[src/rtl/trng_pkg.sv]
// Shared constants for the trng arbiter: FSM state encoding and default sizing.
package trng_pkg;

  localparam logic [2:0] S_IDLE    = 3'd0;
  localparam logic [2:0] S_START   = 3'd1;
  localparam logic [2:0] S_WAIT    = 3'd2;
  localparam logic [2:0] S_CHECK   = 3'd3;
  localparam logic [2:0] S_DELIVER = 3'd4;

  localparam int TRNG_W      = 8;
  localparam int TMO_CYC_DEF = 4096;
  localparam int REP_LIM_DEF = 4;

endpackage

[src/rtl/trng_arbiter_rr_pick.sv]
// Combinational round-robin select: first set request at or after i_rr_ptr, circularly.
module rr_pick #(
  parameter int N_REQ = 4,
  parameter int IDX_W = 2
) (
  input  logic [N_REQ-1:0] i_req,
  input  logic [IDX_W-1:0] i_rr_ptr,
  output logic [IDX_W-1:0] o_winner,
  output logic             o_any
);

  // Scan offsets from farthest to nearest so the nearest set request wins.
  always_comb begin
    o_winner = '0;
    o_any    = 1'b0;
    for (int k = N_REQ - 1; k >= 0; k--) begin
      if (i_req[(int'(i_rr_ptr) + k) % N_REQ]) begin
        o_winner = IDX_W'((int'(i_rr_ptr) + k) % N_REQ);
        o_any    = 1'b1;
      end else begin
        o_winner = o_winner;
      end
    end
  end

endmodule

[src/rtl/trng_arbiter.sv]
// Shares one trng core among N_REQ requesters: round-robin grant, one run per grant,
// timeout abort and a repetition-count health test on delivered bytes.
module trng_arbiter
  import trng_pkg::*;
#(
  parameter int N_REQ   = 4,
  parameter int DATA_W  = TRNG_W,
  parameter int TMO_CYC = TMO_CYC_DEF,
  parameter int REP_LIM = REP_LIM_DEF
) (
  input  logic              i_clk,
  input  logic              i_reset,
  input  logic [N_REQ-1:0]  i_req,
  output logic [N_REQ-1:0]  o_ack,
  output logic [DATA_W-1:0] o_rdata,
  output logic              o_trng_start,
  input  logic              i_trng_done,
  input  logic [DATA_W-1:0] i_trng_data,
  output logic              o_busy,
  output logic              o_tmo_err,
  output logic              o_health_fail
);

  localparam int IDX_W = $clog2(N_REQ);
  localparam int TMO_W = $clog2(TMO_CYC);
  localparam logic [TMO_W-1:0] TMO_LAST  = TMO_W'(TMO_CYC - 1);
  localparam logic [3:0]       REP_LIM_V = 4'(REP_LIM);

  logic [2:0]        r_state;
  logic [2:0]        w_next_state;
  logic [IDX_W-1:0]  r_rr_ptr;
  logic [IDX_W-1:0]  r_winner;
  logic [TMO_W-1:0]  r_tmo_cnt;
  logic [DATA_W-1:0] r_cap;
  logic [DATA_W-1:0] r_last_byte;
  logic [3:0]        r_rep_cnt;
  logic              r_done_q;
  logic              r_tmo_err;
  logic              r_health_fail;

  logic [IDX_W-1:0]  w_pick_idx;
  logic              w_pick_any;
  logic              w_done_rise;
  logic              w_tmo_hit;
  logic              w_deliver_ok;
  logic [3:0]        w_rep_next;

  rr_pick #(
    .N_REQ (N_REQ),
    .IDX_W (IDX_W)
  ) u_rr_pick (
    .i_req    (i_req),
    .i_rr_ptr (r_rr_ptr),
    .o_winner (w_pick_idx),
    .o_any    (w_pick_any)
  );

  assign w_done_rise  = i_trng_done & ~r_done_q;
  assign w_tmo_hit    = (r_tmo_cnt == TMO_LAST);
  assign w_deliver_ok = i_req[r_winner];
  // Repetition count saturates at 15 so it never wraps back below the limit.
  assign w_rep_next   = (r_cap == r_last_byte) ?
                        ((r_rep_cnt == 4'd15) ? 4'd15 : r_rep_cnt + 4'd1) : 4'd1;

  always_ff @(posedge i_clk) begin
    if (!i_reset) begin
      r_state <= S_IDLE;
    end else begin
      r_state <= w_next_state;
    end
  end

  always_comb begin
    w_next_state = r_state;
    case (r_state)
      S_IDLE: begin
        if (w_pick_any && !r_health_fail) w_next_state = S_START;
        else                              w_next_state = S_IDLE;
      end
      S_START: w_next_state = S_WAIT;
      S_WAIT: begin
        if (w_done_rise)    w_next_state = S_CHECK;
        else if (w_tmo_hit) w_next_state = S_IDLE;
        else                w_next_state = S_WAIT;
      end
      S_CHECK: begin
        if (w_rep_next == REP_LIM_V) w_next_state = S_IDLE;
        else                         w_next_state = S_DELIVER;
      end
      S_DELIVER: w_next_state = S_IDLE;
      default:   w_next_state = S_IDLE;
    endcase
  end

  always_comb begin
    o_ack        = '0;
    o_rdata      = '0;
    o_trng_start = 1'b0;
    o_busy       = (r_state != S_IDLE);
    case (r_state)
      S_START: o_trng_start = 1'b1;
      S_DELIVER: begin
        if (w_deliver_ok) begin
          o_ack[r_winner] = 1'b1;
          o_rdata         = r_cap;
        end else begin
          o_ack = '0;
        end
      end
      default: o_trng_start = 1'b0;
    endcase
  end

  // Winner, timeout counter, captured byte, health test and pointer bookkeeping.
  always_ff @(posedge i_clk) begin
    if (!i_reset) begin
      r_rr_ptr      <= '0;
      r_winner      <= '0;
      r_tmo_cnt     <= '0;
      r_cap         <= '0;
      r_last_byte   <= '0;
      r_rep_cnt     <= 4'd0;
      r_done_q      <= 1'b0;
      r_tmo_err     <= 1'b0;
      r_health_fail <= 1'b0;
    end else begin
      r_done_q <= i_trng_done;
      case (r_state)
        S_IDLE: begin
          if (w_pick_any && !r_health_fail) r_winner <= w_pick_idx;
        end
        S_START: r_tmo_cnt <= '0;
        S_WAIT: begin
          if (w_done_rise) begin
            r_cap     <= i_trng_data;
            r_tmo_cnt <= '0;
          end else if (w_tmo_hit) begin
            r_tmo_err <= 1'b1;
            r_tmo_cnt <= '0;
          end else begin
            r_tmo_cnt <= r_tmo_cnt + TMO_W'(1);
          end
        end
        S_CHECK: begin
          r_rep_cnt   <= w_rep_next;
          r_last_byte <= r_cap;
          if (w_rep_next == REP_LIM_V) r_health_fail <= 1'b1;
        end
        S_DELIVER: begin
          r_rr_ptr <= (r_winner == IDX_W'(N_REQ - 1)) ? '0 : r_winner + IDX_W'(1);
        end
        default: r_tmo_cnt <= '0;
      endcase
    end
  end

  assign o_tmo_err     = r_tmo_err;
  assign o_health_fail = r_health_fail;

endmodule
[config.mk]
export PLATFORM = sky130hd
export DESIGN_NAME = trng_arbiter
export DESIGN_NICKNAME = d
export VERILOG_FILES = /design/src/rtl/trng_pkg.sv /design/src/rtl/trng_arbiter_rr_pick.sv /design/src/rtl/trng_arbiter.sv
export SDC_FILE = /design/constraint.sdc
export NUM_CORES = 1
export LEC_CHECK = 0
export ABC_CLOCK_PERIOD_IN_PS = 1800
export BUFFER_PORTS_ARGS = -buffer_cell sky130_fd_sc_hd__clkbuf_2
export CORE_MARGIN = 2
export CORE_UTILIZATION = 50
export CTS_BUF_LIST = sky130_fd_sc_hd__clkbuf_4
export CTS_CLUSTER_DIAMETER = 50
export DETAILED_ROUTE_END_ITERATION = 6
export GPL_ROUTABILITY_DRIVEN = 0
export GPL_TIMING_DRIVEN = 0
export MAX_ROUTING_LAYER = met4
export PLACE_DENSITY = 0.82
export SLEW_MARGIN = 20
export SYNTH_ARGS = -nofsm -noshare
export SYNTH_HDL_FRONTEND = slang
export SYNTH_SLANG_ARGS = --single-unit
[constraint.sdc]
create_clock -name i_clk -period 1.8 [get_ports i_clk]
set_input_delay 0.36 -clock i_clk [delete_from_list [all_inputs] [get_ports i_clk]]
set_output_delay 0.36 -clock i_clk [all_outputs]
set_load 0.02 [all_outputs]
# Word-level counts from Yosys, hierarchy flattened
# Cells that the tools add are included.
# totals
reg_bits,42
latchBits,0
ram_bits,0
mem_bits_ro,0
input_bits,15
output_inout_bits,16
wordCells,89
n_memories,0
# op_classes
add_sub_neg,6
n_mul,0
div_mod_pow,0
order_cmp,6
eq_ne,9
n_shift,0
mux,39
bitwise,6
reduce_logical,13
# ops
operator,count
two-way mux 12 bit,2
case mux 12 bit (2 select lines),1
two-way mux 4 bit,4
two-way mux 8 bit,2
two-way mux 1 bit,15
two-way mux 2 bit,7
"adder 12 x 1 -> 12 bit, second input constant",1
"== test 12 bit, second input constant",1
"less-than comparator 3 x 4 -> 1 bit, second input constant",3
case mux 3 bit (4 select lines),1
binary-select mux 1 bit (select 2 bit),5
== test 8 bit,1
"== test 3 x 2 -> 1 bit, second input constant",2
"less-than comparator 2 x 3 -> 1 bit, second input constant",2
AND reduction 2 bit,3
OR reduction 2 bit,3
"adder 2 x 1 -> 2 bit, second input constant",2
"adder 2 bit, second input constant",2
"adder 4 x 1 -> 4 bit, second input constant",1
"== test 4 x 3 -> 1 bit, second input constant",1
"== test 4 bit, second input constant",1
"bitwise AND 1 bit, first input constant",3
"== test 3 x 1 -> 1 bit, second input constant",1
"== test 3 bit, second input constant",1
12 further kinds,14

# Logic depth before layout (Yosys ltp)
# depth
ltp_word,13
depth_mapped,6
depth_no_buf,6

# By module
# From an unflattened synthesis, not the netlist that was laid out.
# hier_totals
hier_cells,270
area_unflattened_um2,2272.2
# by_module_without_submodules
module,n_inst,cells_per_inst,area_each_um2,seq_area_each_um2
trng_arbiter,1,257,2194.6,840.8
rr_pick,1,13,77.6,0.0

# Worst setup path before layout
# Ideal clock, no wire load.
# synth_path
kind,register to output
startpoint,register r_winner[0]
endpoint,output port o_ack[0]
arrival_time_ns,1.472
required_time_ns,1.440
path_slack_ns,-0.032
stages_incl_launch_ff,5
n_path_buf,1
path_cell_list,dfxtp_1 mux4_2 and3_1 clkbuf_1 and2_1
# synth_between
elab_chain_len,6
# synth_lines
element,line_no,text
from (decl),trng_arbiter.sv:32,logic [IDX_W-1:0] r_winner;
from (signal assigned),trng_arbiter.sv:130,if (w_pick_any && !r_health_fail) r_winner <= w_pick_idx;
less-than comparator 2 x 3 -> 1 bit (not written as such) or >= comparator 2 x 1 -> 1 bit (tied branches),trng_arbiter.sv:104,o_ack[r_winner] = 1'b1;
logical AND 1 bit (not written as such),trng_arbiter.sv:104,
two-way mux 1 bit (not written as such),trng_arbiter.sv:104,
demux 1 bit (select 2 bit),trng_arbiter.sv:104,
two-way mux 4 bit *,trng_arbiter.sv:103,if (w_deliver_ok) begin
two-way mux 4 bit *,trng_arbiter.sv:100,case (r_state)
to (decl),trng_arbiter.sv:14,"output logic [N_REQ-1:0] o_ack,"
# Every way passes the cells marked *; elsewhere a longest branch is shown, timed or not. The select of a mux whose other input is x is not followed.

# Final worst setup path
# layout_path
startpoint,register r_winner[0]
endpoint,output port o_rdata[1]
# layout_between
elab_chain_len,4
# layout_lines
element,line_no,text
binary-select mux 1 bit (select 2 bit),trng_arbiter.sv:60,assign w_deliver_ok = i_req[r_winner];
two-way mux 1 bit (not written as such),trng_arbiter.sv:60,
two-way mux 8 bit,trng_arbiter.sv:103,
two-way mux 8 bit,trng_arbiter.sv:100,
to (decl),trng_arbiter.sv:15,"output logic [DATA_W-1:0] o_rdata,"
# No other way between the ends. The select of a mux whose other input is x is not followed.

==> flow_summary.json <==
{
  "ys.flop_type": "dfxtp_1",
  "power_density_nw_per_um2": 759,
  "worst_pin_slew_ns": 0.547,
  "netlist_area_um2": 2130,
  "rsz0062_at_grt": "true",
  "grt_pass1_vias": 1880,
  "slew_headroom": 0.636,
  "grt_pass1_wl_um": 8430,
  "drive_gt1_frac": 0.240,
  "violations": "negative setup slack",
  "period_share": 1.25,
  "fin_ws_ns": -0.444,
  "worstSetupPathType": "register to output port",
  "final_cell_mix": "38 x nand2_1, 37 x dfxtp_1, 31 x a21oi_1",
  "wire_per_inst_um": 14.1,
  "multi_input_area_um2": 1280,
  "dpl_cell_area_um2": 2330,
  "clock.fmax_mhz": 446,
  "dr.pass1.iters": 4,
  "cp.required_ns": 1.44,
  "crit_arrival_ns": 1.88,
  "drc": 0,
  "synthesis.nets": 288,
  "status": "finished with violations",
  "synth_cells": 267,
  "stdcell_area_um2": 2650,
  "final_common_cell": "nand2_1",
  "max-cap-violations": 0,
  "antenna_cells": 0,
  "hp-class": "input port to register",
  "cts_root_buf": "clkbuf_4",
  "path_max_fanout": 5,
  "clk_latency_ns": 0.35,
  "drtIter0Drc": 163,
  "cts_tree": "built",
  "async_reset_ff_frac": 0,
  "finalSetupTns_ns": -5.01,
  "period_needed_ns": 2.24,
  "die_x_um": 69.2,
  "internal-power_mw": 1.42,
  "grt_max_degree": 13,
  "initial_core_util": 0.524,
  "clock-sinks": 42,
  "avgSynthCellArea_um2": 7.96,
  "clk_path_buf_depth": 2,
  "wl_um": 5050,
  "clk_transition_reported_paths_ns": 0.12,
  "grt-ovfl-total": 0,
  "core_area_um2": 4060,
  "io_pins": 31,
  "p_clk_frac": 0.285,
  "switching_share": 0.298,
  "power_switching_mw": 0.600,
  "dpl.hpwl_um": 3390,
  "synth_cell_types": 42,
  "viasPerCell": 5.75,
  "grt_use_total": 0.219,
  "peakVddDrop_uv": 576,
  "postRouteAntennaNets": 0,
  "p_leak_nw": 0.978,
  "final_nets": 329,
  "cts_max_level": 2,
  "synth-edff-count": 0,
  "final.setup_skew_ns": 0.0164,
  "dieArea_um2": 4790,
  "regArea_um2": 852,
  "numCtsBuffers": 5,
  "yosys_warnings": 0,
  "finalSetupViolations": 12,
  "synth-seq-cells": 42,
  "startpoint_type": "register",
  "via_count": 2058,
  "die_h_um": 69.2,
  "area_growth_pct": 24.8,
  "antenna_found_initial": 0,
  "fillers": 335,
  "seqPwrFrac": 0.505,
  "synth_seq_area_share": 0.396,
  "port_buffers": 29,
  "endpoint_kind": "output port",
  "slew_violations": 0,
  "finalHoldViolCount": 0,
  "num_rows": 23,
  "power_frac_comb": 0.211
}
layout make-up:
type,instances,share of cell area
plain buffers,11,0.0250
well taps,50,0.0236
flip-flops and latches,42,0.321
clock buffers,5,0.0141
repair buffers,34,0.108
clock inverters,2,0.0127
multi-input cells,206,0.484
inverters,8,0.0113
synthesized netlist by cell type (all sizes together) (3+ instances only):
cell type | count | share of area
dfxtp | 42 | 0.40
nand2 | 38 | 0.067
a21oi | 32 | 0.077
nand3 | 18 | 0.042
nor2 | 18 | 0.032
and2 | 13 | 0.038
o21ai | 11 | 0.026
xnor2 | 10 | 0.041
clkbuf | 9 | 0.016
inv | 8 | 0.014
a31oi | 7 | 0.021
ha | 6 | 0.035
nor3 | 6 | 0.016
and3 | 5 | 0.015
o22ai | 5 | 0.015
nand2b | 4 | 0.012
nand4 | 4 | 0.012
nor4 | 3 | 0.0088
layer usage:
metal  up-vias  track usage  part of all wire
li1       1023            -                 -
met4         0       0.0545            0.0075
met1       977        0.273              0.45
met5         -            -                 0
met3         6       0.0494             0.048
met2        52        0.361              0.50
cells by family (layout without fill, tap and decap cells):
| kind of cell | Yosys count | count (layout) | synth area share |
|---|---|---|---|
| buffers and inverters | 19 | 60 | 0.0341 |
| and+or+nand+nor | 124 | 124 | 0.305 |
| AOI/OAI and AO/OA | 64 | 64 | 0.173 |
| DFF | 42 | 42 | 0.396 |
| muxes | 2 | 2 | 0.0153 |
| xor gates and xnor gates | 10 | 10 | 0.0412 |
| adders and majority gates | 6 | 6 | 0.0353 |
flip-flops by register name, summed over array words and instances, names as in the netlist:
register       flops
r_tmo_cnt         12
r_cap              8
r_rep_cnt          4
r_rr_ptr           2
r_winner           2
o_health_fail      1
r_state            3
r_last_byte        8
o_tmo_err          1
r_done_q           1
worst max-delay path: stages (launching register included):
cell,delay [ns]
dfxtp_4,0.37
mux4_2,0.51
and3_4,0.23
clkbuf_16,0.15
and2_4,0.16
buf_8,0.12
stage by stage:
stage	worst slack [ns]	cells	total power [mW]	utilization	hold slack, ns
6_report	-0.444	358	2.02	0.654	0.227
5_1_grt	-0.502	358	2.12	0.654	0.222
4_1_cts	-0.450	355	2.00	0.624	0.223
3_5_place_dp	-0.363	346	1.42	0.575	0.455
3_3_place_gp	-0.314	346	1.41	0.575	0.454
2_1_floorplan	0.0284	267	1.31	-	0.433
worst paths after layout:
path | slack, ns | start | endpoint | cells after the start
setup / recovery | -0.44 | r_winner[0]$_SDFFE_PN0P_ | o_rdata[1] | 5
hold reg to reg | 0.48 | r_last_byte[6]$_SDFFE_PN0P_ | r_last_byte[6]$_SDFFE_PN0P_ | 2
setup reg to reg | 0.12 | r_rep_cnt[1]$_SDFFE_PN0P_ | o_health_fail$_SDFFE_PN0P_ | 5
hold / removal | 0.23 | i_trng_data[6] | r_cap[6]$_SDFFE_PN0N_ | 3
what timing repair did:
action,in CTS,in global routing
gates resized for setup,27,44
hold buffers,0,0
setup buffers,2,2
setup endpoints to repair,15,19
pin swaps,0,5
cloned,0,1
power by group through the flow:
stage,Clock [mW],Combinational (mW),Sequential (mW)
floorplan,0,0.283,1.02
global placement,0,0.378,1.03
detailed placement,0,0.384,1.04
CTS,0.582,0.403,1.01
global route,0.628,0.471,1.03
finish,0.573,0.424,1.02
Power figures use the tool's default switching activity.
